$ cat config.mk
export PLATFORM = sky130hd
export DESIGN_NAME = oqpsk_chip_spreader_flat
export DESIGN_NICKNAME = d
export VERILOG_FILES = /design/src/rtl/oqpsk_chip_spreader_pkg.sv /design/src/rtl/oqpsk_chip_spreader_if.sv /design/src/rtl/oqpsk_chip_spreader_bit_collector.sv /design/src/rtl/oqpsk_chip_spreader.sv /design/src/flat_wrapper.sv
export SDC_FILE = /design/constraint.sdc
export NUM_CORES = 1
export LEC_CHECK = 0
export ABC_AREA = 1
export CAP_MARGIN = 20
export CORE_MARGIN = 2
export CORE_UTILIZATION = 45
export CTS_CLUSTER_DIAMETER = 200
export DETAILED_ROUTE_END_ITERATION = 7
export SYNTH_ARGS = -nofsm -noshare
export SYNTH_HDL_FRONTEND = slang
export SYNTH_SLANG_ARGS = --single-unit
$ cat constraint.sdc
create_clock -name inClock -period 2.2 [get_ports inClock]
set_input_delay 0.66 -clock inClock [delete_from_list [all_inputs] [get_ports inClock]]
set_output_delay 0.66 -clock inClock [all_outputs]
set_load 0.01 [all_outputs]
$ cat src/rtl/oqpsk_chip_spreader_pkg.sv
// Shared types, constants and the IEEE 802.15.4 2.4 GHz chip table for the O-QPSK spreader.
package oqpsk_pkg;

  localparam int unsigned CHIPS_PER_SYM = 32;
  localparam int unsigned SYM_BITS      = 4;

  typedef logic [31:0] chip_seq_t;

  typedef enum logic [1:0] {
    F_IDLE,
    F_READ,
    F_WAIT,
    F_HOLD
  } fetch_state_t;

  localparam chip_seq_t CHIP_BASE     = 32'h744AC39B;
  localparam chip_seq_t ODD_CHIP_MASK = 32'hAAAAAAAA;

  // Symbols 1-7 are symbol 0 rotated left by 4*k chips; symbols 8-15 also invert the odd chips.
  function automatic chip_seq_t chip_lut(input logic [SYM_BITS-1:0] sym);
    logic [63:0] rot;
    rot = {CHIP_BASE, CHIP_BASE} << {sym[2:0], 2'b00};
    return sym[3] ? (rot[63:32] ^ ODD_CHIP_MASK) : rot[63:32];
  endfunction

endpackage

$ cat src/rtl/oqpsk_chip_spreader_if.sv
// FIFO-side and modulator-side signals of the chip spreader; optional inBypass under OQPSK_CHIP_SPREADER_BYPASS_EN.
interface oqpsk_chip_spreader_if;
  logic inFifoData;
  logic inFifoEmpty;
  logic outFifoReadEnable;
  logic inReady;
  logic outChip;
  logic outEmpty;
  logic outSymbolDone;
`ifdef OQPSK_CHIP_SPREADER_BYPASS_EN
  logic inBypass;
`endif

  modport master (
`ifdef OQPSK_CHIP_SPREADER_BYPASS_EN
    input  inBypass,
`endif
    input  inFifoData,
    input  inFifoEmpty,
    input  inReady,
    output outFifoReadEnable,
    output outChip,
    output outEmpty,
    output outSymbolDone
  );

  modport slave (
`ifdef OQPSK_CHIP_SPREADER_BYPASS_EN
    output inBypass,
`endif
    output inFifoData,
    output inFifoEmpty,
    output inReady,
    input  outFifoReadEnable,
    input  outChip,
    input  outEmpty,
    input  outSymbolDone
  );
endinterface

$ cat src/rtl/oqpsk_chip_spreader_bit_collector.sv
// Fetch FSM: pulls serial bits from the FIFO, assembles an LSB-first symbol and holds it for the send path.
module oqpsk_bit_collector
  import oqpsk_pkg::*;
#(
  parameter int unsigned RD_LATENCY = 1
) (
  input  logic                clk_i,
  input  logic                rst_i,
  input  logic                fifo_data_i,
  input  logic                fifo_empty_i,
  output logic                fifo_rd_o,
  input  logic                single_i,
  output logic                hold_valid_o,
  output logic [SYM_BITS-1:0] hold_data_o,
  input  logic                hold_take_i
);

  localparam logic [1:0] LAT_LAST = 2'(RD_LATENCY - 1);
  localparam logic [1:0] BIT_LAST = 2'(SYM_BITS - 1);

  fetch_state_t        state_q, state_d;
  logic [1:0]          bitcnt_q, bitcnt_d;
  logic [1:0]          wcnt_q, wcnt_d;
  logic [SYM_BITS-1:0] hold_q, hold_d;
  logic                hv_q, hv_d;

  always_ff @(posedge clk_i) begin
    if (rst_i) begin
      state_q  <= F_IDLE;
      bitcnt_q <= '0;
      wcnt_q   <= '0;
      hold_q   <= '0;
      hv_q     <= 1'b0;
    end else begin
      state_q  <= state_d;
      bitcnt_q <= bitcnt_d;
      wcnt_q   <= wcnt_d;
      hold_q   <= hold_d;
      hv_q     <= hv_d;
    end
  end

  always_comb begin
    state_d  = state_q;
    bitcnt_d = bitcnt_q;
    wcnt_d   = wcnt_q;
    hold_d   = hold_q;
    hv_d     = hv_q;
    if (hold_take_i) hv_d = 1'b0;
    case (state_q)
      F_IDLE: if (!hv_q) state_d = F_READ;
      F_READ: begin
        if (!fifo_empty_i) begin
          state_d = F_WAIT;
          wcnt_d  = '0;
        end
      end
      F_WAIT: begin
        if (wcnt_q == LAT_LAST) begin
          hold_d[bitcnt_q] = fifo_data_i;
          if (bitcnt_q == BIT_LAST || single_i) begin
            hv_d    = 1'b1;
            state_d = F_HOLD;
          end else begin
            bitcnt_d = bitcnt_q + 2'd1;
            state_d  = F_READ;
          end
        end else begin
          wcnt_d = wcnt_q + 2'd1;
        end
      end
      F_HOLD: begin
        if (hold_take_i) begin
          state_d  = F_IDLE;
          bitcnt_d = '0;
        end
      end
      default: state_d = F_IDLE;
    endcase
  end

  always_comb begin
    fifo_rd_o    = (state_q == F_READ) && !fifo_empty_i && !rst_i;
    hold_valid_o = hv_q;
    hold_data_o  = hold_q;
  end

endmodule

$ cat src/rtl/oqpsk_chip_spreader.sv
// O-QPSK chip spreader: symbol-to-PN mapping with double buffering; bypass mode via OQPSK_CHIP_SPREADER_BYPASS_EN.
module oqpsk_chip_spreader #(
  parameter int unsigned RD_LATENCY = 1,
  parameter int unsigned SYM_BITS   = 4
) (
  input logic                   inClock,
  input logic                   inReset,
  oqpsk_chip_spreader_if.master bus
);
  import oqpsk_pkg::*;

  logic                hold_valid;
  logic                hold_take;
  logic [SYM_BITS-1:0] hold_data;
  logic                single_mode;
  logic                consume, last, load;

  chip_seq_t  sr_q, sr_d;
  logic [4:0] cnt_q, cnt_d;
  logic       valid_q, valid_d;

`ifdef OQPSK_CHIP_SPREADER_BYPASS_EN
  logic mode_q;

  // Mode only switches when nothing is buffered, so mode_q always describes the send register.
  always_ff @(posedge inClock) begin
    if (inReset) mode_q <= 1'b0;
    else if (!valid_q && !hold_valid) mode_q <= bus.inBypass;
  end
  assign single_mode = mode_q;
`else
  assign single_mode = 1'b0;
`endif

  oqpsk_bit_collector #(
    .RD_LATENCY(RD_LATENCY)
  ) u_collector (
    .clk_i        (inClock),
    .rst_i        (inReset),
    .fifo_data_i  (bus.inFifoData),
    .fifo_empty_i (bus.inFifoEmpty),
    .fifo_rd_o    (bus.outFifoReadEnable),
    .single_i     (single_mode),
    .hold_valid_o (hold_valid),
    .hold_data_o  (hold_data),
    .hold_take_i  (hold_take)
  );

  always_ff @(posedge inClock) begin
    if (inReset) begin
      sr_q    <= '0;
      cnt_q   <= '0;
      valid_q <= 1'b0;
    end else begin
      sr_q    <= sr_d;
      cnt_q   <= cnt_d;
      valid_q <= valid_d;
    end
  end

  // A load overrides the shift of the final chip so the next symbol follows without a gap.
  always_comb begin
    consume   = bus.inReady && valid_q;
    last      = consume && (single_mode || cnt_q == 5'(CHIPS_PER_SYM - 1));
    load      = hold_valid && (!valid_q || last);
    hold_take = load;
    sr_d      = sr_q;
    cnt_d     = cnt_q;
    valid_d   = valid_q;
    if (consume) begin
      sr_d  = sr_q >> 1;
      cnt_d = cnt_q + 5'd1;
      if (last) valid_d = 1'b0;
    end
    if (load) begin
      sr_d    = single_mode ? {31'b0, hold_data[0]} : chip_lut(hold_data);
      cnt_d   = '0;
      valid_d = 1'b1;
    end
  end

  assign bus.outChip       = sr_q[0];
  assign bus.outEmpty      = !valid_q || inReset;
  assign bus.outSymbolDone = last && !inReset;

endmodule

$ cat src/flat_wrapper.sv
// flat-port wrapper written by rule: the top's interface ports become plain ports
module oqpsk_chip_spreader_flat import oqpsk_pkg::*;
#(
  parameter int unsigned RD_LATENCY = 1,
  parameter int unsigned SYM_BITS   = 4
)
  (inClock, inReset, bus_inFifoData, bus_inFifoEmpty, bus_inReady, bus_outFifoReadEnable, bus_outChip, bus_outEmpty, bus_outSymbolDone);
  oqpsk_chip_spreader_if bus_i ();
  input logic inClock;
  input logic inReset;
  input wire logic [$bits(bus_i.inFifoData)-1:0] bus_inFifoData;
  input wire logic [$bits(bus_i.inFifoEmpty)-1:0] bus_inFifoEmpty;
  input wire logic [$bits(bus_i.inReady)-1:0] bus_inReady;
  output wire logic [$bits(bus_i.outFifoReadEnable)-1:0] bus_outFifoReadEnable;
  output wire logic [$bits(bus_i.outChip)-1:0] bus_outChip;
  output wire logic [$bits(bus_i.outEmpty)-1:0] bus_outEmpty;
  output wire logic [$bits(bus_i.outSymbolDone)-1:0] bus_outSymbolDone;
  assign bus_i.inFifoData = bus_inFifoData;
  assign bus_i.inFifoEmpty = bus_inFifoEmpty;
  assign bus_i.inReady = bus_inReady;
  assign bus_outFifoReadEnable = bus_i.outFifoReadEnable;
  assign bus_outChip = bus_i.outChip;
  assign bus_outEmpty = bus_i.outEmpty;
  assign bus_outSymbolDone = bus_i.outSymbolDone;
  oqpsk_chip_spreader #(.RD_LATENCY(RD_LATENCY), .SYM_BITS(SYM_BITS)) u_core (.inClock(inClock), .inReset(inReset), .bus(bus_i));
endmodule
# Word-level counts from Yosys, hierarchy flattened
# Cells that the tools add are included.
[classes]
add_sub_neg = 3
magnitude_cmp = 2
n_eq_ne = 11
n_shift = 1
mux = 25
bitwise = 1
n_reduce_logical = 24
[op_table]
columns = ["operator", "count"]
rows = [
  ["two-way mux 32 bit", 3],
  ["left shift 63 x 5 -> 64 bit, first input constant", 1],
  ["two-way mux 2 bit", 9],
  ["NOT 16 bit", 1],
  ["inequality test 2 bit, second input constant", 5],
  ["two-way mux 1 bit", 8],
  ["one-hot mux 2 bit (2 select lines)", 2],
  ["one-hot mux 2 bit (4 select lines)", 1],
  ["AND reduction 4 bit", 2],
  ["nonzero test 2 bit", 4],
  ["logical AND 1 bit", 7],
  ["equality test 2 bit, second input constant", 3],
  ["adder 5 x 1 -> 5 bit, second input constant", 1],
  ["equality test 5 bit, second input constant", 1],
  ["adder 2 x 1 -> 2 bit, second input constant", 2],
  ["bitwise mux 4 bit", 1],
  ["zero test 2 bit", 2],
  ["AND reduction 2 bit", 2],
  ["zero test 1 bit", 3],
  ["less-than comparator 2 x 3 -> 1 bit, second input constant", 1],
  ["AND reduction 3 bit", 1],
  ["demux 1 bit (select 2 bit)", 1],
  ["equality test 2 x 1 -> 1 bit, second input constant", 1],
  ["greater-or-equal comparator 2 x 1 -> 1 bit, second input constant", 1],
  ["3 further kinds", 4],
]
[word_totals]
ff_bits = 49
output_inout_bits = 4
word_cells = 75

# Depth between registers and ports, before layout
[logic_depth]
ltp_word = 8
mapped_depth = 13

# Modules after synthesis
# Synthesis repeated with hierarchy kept, for this count alone.
[unflattened]
hier_cells = 461
hier_area_um2 = 2977.9
[by_module_without_submodules]
columns = ["mod", "instances", "cells_per_inst", "area_per_inst_um2", "seq_area_each_um2"]
rows = [
  ["oqpsk_chip_spreader", 1, 369, 2352.3, 760.7],
  ["oqpsk_bit_collector", 1, 92, 625.6, 220.2],
]

# Worst setup path after synthesis
# OpenSTA, ideal clock, no wires.
[synth_timing]
path_type = "input -> output"
startpoint = "in inReset"
endpoint = "out bus_outEmpty"
arrival_time_ns = 1.325
required_time_ns = 1.540
slack_ns = 0.215
cell_stages = 4
n_path_buf = 2
cell_sequence = "clkbuf_1 > inv_1 > clkbuf_1 > nand2_1"
[synth_via]
elab_chain_len = 1
[synth_rtl]
columns = ["item", "line_no", "source"]
rows = [
  ["start: declaration", "flat_wrapper.sv:10", "input logic inReset;"],
  ["logical OR 1 bit", "oqpsk_chip_spreader.sv:83", "assign bus.outEmpty = !valid_q || inReset;"],
  ["end: declaration", "flat_wrapper.sv:16", "output wire logic [$bits(bus_i.outEmpty)-1:0] bus_outEmpty;"],
]
# No other way between the ends.

# Final worst setup path
[layout_timing]
startpoint = "reg u_core.cnt_q[0]"
endpoint = "out bus_outSymbolDone"
[layout_via]
elab_chain_len = 3
[layout_rtl]
columns = ["item", "line_no", "source"]
rows = [
  ["start: declaration", "oqpsk_chip_spreader.sv:19", "logic [4:0] cnt_q, cnt_d;"],
  ["start signal: assignment", "oqpsk_chip_spreader.sv:56", "cnt_q <= cnt_d;"],
  ["equality test 5 bit", "oqpsk_chip_spreader.sv:64", "last = consume && (single_mode || cnt_q == 5'(CHIPS_PER_SYM - 1));"],
  ["logical AND 1 bit", "oqpsk_chip_spreader.sv:64", ""],
  ["logical AND 1 bit", "oqpsk_chip_spreader.sv:84", "assign bus.outSymbolDone = last && !inReset;"],
  ["end: declaration", "flat_wrapper.sv:17", "output wire logic [$bits(bus_i.outSymbolDone)-1:0] bus_outSymbolDone;"],
]
# No other way between the ends.

==> run summary <==
The count of vias placed by the detailed router came out at 2,803. In this run the cell area of the synthesized design comes to 2912 um^2. The DRC violations left came out at 0. The layout overhead on the synthesized area is 12.55%. From bottom edge to top edge, the die measures 84.44 um.

The core area came out at 6314 um^2. The clock share of power is 26.7%. The utilization after layout came out at 51.90%.

The leakage power is 1.562 nW. The mean number of vias per cell is 5.134. The cell count after synthesis is 450.

The number of synthesized register bits came out at 49. The fraction of final layout cells with drive strength greater than 1 is 10.87%. The part of the power in registers came out at 49.0%. The final hold violation count came out at 0.

The number of port buffers came out at 8. The boundary pin count is 9. The total inserted antenna cells is 0. The count of distinct cell types in the synthesized netlist is 26.

The number of pins with negative max-slew slack in the final report came to 0. The post-detailed-route wirelength per cell came out at 12.83 um. Cell internal power was estimated by the tool at 0.001326 W.

The mean instance size in the synthesized netlist is 6.470 um^2. The maximum fanout along the worst path is 2. Summed over all nets, the switching power comes to 0.0006438 W. The die covers 7129 um^2. Of the synthesized area, sequential elements account for 33.69%. The worst IR drop on VDD is 0.3485 mV. The estimated wirelength of the detail-placed design came out at 4834 um.

The number of cells in the design after placement is 536. The minimum clock period is 2.133 ns. The non-filler instance count after layout is 546.

The final worst-path cycle share is 96.93%. The routed wire length came out at 7006 um. The proportion of power drawn by combinational gates is 24.3%. The timing-limited maximum frequency came out at 468.9 MHz. The number of warnings reported in the yosys synthesis log came out at 0. The first-iteration detailed-routing DRC count came out at 206.

The worst setup skew after layout came out at 0.007290 ns. TritonCTS built the clock tree. Power spread over the standard cell area amounts to 601.2 nW/um^2. The first global-routing pass estimated 11,940 um of wire. The pin count of the biggest net entering global routing is 38.

The number of enable flip-flop cells after synthesis came out at 0. The share of total power consumed by net switching is 32.68%. The largest buffer count on any clock path is 2. The global routing usage summed across all routing layers came out at 20.29%. The worst-case headroom to the max-slew limit is 59.45%.

The number of hold-repair buffers added at the cts stage is 0. The critical path required time came out at 1.54 ns. The number of clock buffers added by TritonCTS is 5. Clock-pin slew was measured on the worst setup and hold paths at 0.09 ns. Max-cap violations in this run came to 0. The starting utilization of the core area is 46.12%. The detail route stage leaves a number of antenna-violating nets equal to 0.

The setup TNS came out at 0 ns. The net count reported at finish came out at 486. The clock insertion delay at the later pin of the skew report came out at 0.31 ns. Setup violations remaining at the end of the flow were counted as 0. Routability-driven placement finished with a final weighted congestion of 0.9027. The total overflow left after global routing is 0. The proportion of register bits with asynchronous set or reset after synthesis is 0%. Synthesis produced a netlist with a net count of 468.

The overall die width is 84.44 um. Among all flip-flop cells after synthesis, the most frequent one is dfxtp_1. The number of global-route vias before repair is 2,525. The H-tree depth came out at 2. The critical path is of the reg -> out type. The number of core rows is 29.

In this run the worst hold path is classified as reg -> reg. The CTS root buffer is clkbuf_8. Setup repair after global routing could not meet its margin everywhere. Data arrives at the worst endpoint at 1.47 ns.

The number of clock sinks came out at 49. At the pin with the least slew margin, the transition time is 0.6076 ns. The number of detailed-route iterations in the first pass is 5. The number of antenna violations at the first check in global routing is 0. The type of origin of the critical path is a flop.

The type of element capturing the critical path is a primary output. The run finished with clean final reports.
Yosys cell counts, types with 2 or more instances:
cell        n  share of area (%)
inv_1      43                5.5
buf_6       6                2.3
clkbuf_1    7               0.90
a31oi_1     3               0.64
or2_2       2               0.43
nand3_1    71                 12
xor2_1      3               0.90
nand4_1     3               0.64
nand2_1   149                 19
buf_2       7                1.2
ha_1       13                5.6
dfxtp_1    49                 34
nor2_1     24                3.1
o21ai_0    28                4.8
a21oi_1    28                4.8
buf_4       4                1.0
final cells by class:
| cell class | instances | area (um^2) |
|---|---|---|
| Inverter | 46 | 173.9 |
| Fill cell | 636 | 3037 |
| Multi-Input combinational cell | 332 | 1624 |
| Tap cell | 77 | 96.34 |
| Clock inverter | 2 | 10.01 |
| Clock buffer | 6 | 72.57 |
| Sequential cell | 49 | 983.4 |
| Timing Repair Buffer | 34 | 316.6 |
final timing paths:
kind              startpoint           endpoint  slack [ns]  cells after the start
max          u_core.cnt_q[0]  bus_outSymbolDone        0.07                      7
min          u_core.sr_q[24]    u_core.sr_q[24]        0.47                      2
max reg2reg  u_core.cnt_q[0]     u_core.sr_q[9]        0.17                     10
min reg2reg  u_core.sr_q[24]    u_core.sr_q[24]        0.47                      2
critical path, cell delays in order (launching register included):
cell and delay (ns):
dfxtp_2 0.36, ha_4 0.14, nand2_2 0.05, nor2_2 0.11, ha_2 0.20, nand3_2 0.08
nor2_1 0.08, buf_2 0.13
flip-flops by register name, summed over array words and instances, names as in the netlist:
name	flops
u_core.sr_q	32
u_core.u_collector.hold_valid_o	1
u_core.u_collector.hold_data_o	4
u_core.u_collector.bitcnt_q	2
u_core.valid_q	1
u_core.u_collector.state_q	2
u_core.u_collector.wcnt_q	2
u_core.cnt_q	5
logic make-up (layout without fill, tap and decap cells):
family	Yosys count	in the layout	synth area share, %
compound gates	60	60	10.57
xor+xnor	3	3	0.9026
fa+ha+maj	13	13	5.587
buf+inv	70	88	11.43
flops	49	49	33.69
simple gates	255	256	37.82
through the flow:
stage / hold WS (ns) / worst slack (ns) / cell area, um^2 / power, W
floorplan: 0.4390 / 0.2148 / 2912 / 0.001321
global placement: 0.4469 / -0.3270 / 3167 / 0.001451
detailed placement: 0.4525 / -0.3629 / 3167 / 0.001459
CTS: 0.4661 / 0.03149 / 3246 / 0.001983
global route: 0.4895 / -0.01852 / 3277 / 0.002105
finish: 0.4652 / 0.06744 / 3277 / 0.001970
per-layer routing:
| layer | wire, um | GRT usage (%) | part of all wire (%) | vias to the layer above |
|---|---|---|---|---|
| li1 | - | - | - | 1472 |
| met1 | 3429 | 28.23 | 49 | 1273 |
| met2 | 3243 | 33.41 | 46 | 52 |
| met3 | 250 | 3.245 | 3.6 | 6 |
| met4 | 82 | 4.329 | 1.2 | 0 |
| met5 | 0 | 0 | 0 | - |
cells in the final DEF, fill, tap and decap left out, drive strengths merged, types with 4 or more instances in the layout:
cell type and instances:
clkbuf 6, inv 44, nand3 72, nor2 27, nand2 150, ha 13, o21ai 28, clkinv 4
dfxtp 49, a21oi 29, buf 28
power groups by stage:
| stage | Sequential [W] | Clock, W | Combinational (W) |
|---|---|---|---|
| after floorplan | 0.000984 | 0 | 0.000337 |
| after global placement | 0.000985 | 0 | 0.000466 |
| after detailed placement | 0.000985 | 0 | 0.000474 |
| after CTS | 0.000964 | 0.000545 | 0.000473 |
| after global routing | 0.000972 | 0.000574 | 0.000559 |
| final | 0.000965 | 0.000527 | 0.000479 |
timing repair:
item	4_1_cts	5_1_grt
cloned	0	1
setup buffers	0	1
endpoints found under the setup margin	3	27
pin swaps	2	3
gates resized for setup	15	4
Note: power is estimated with default switching activity, not from simulation.
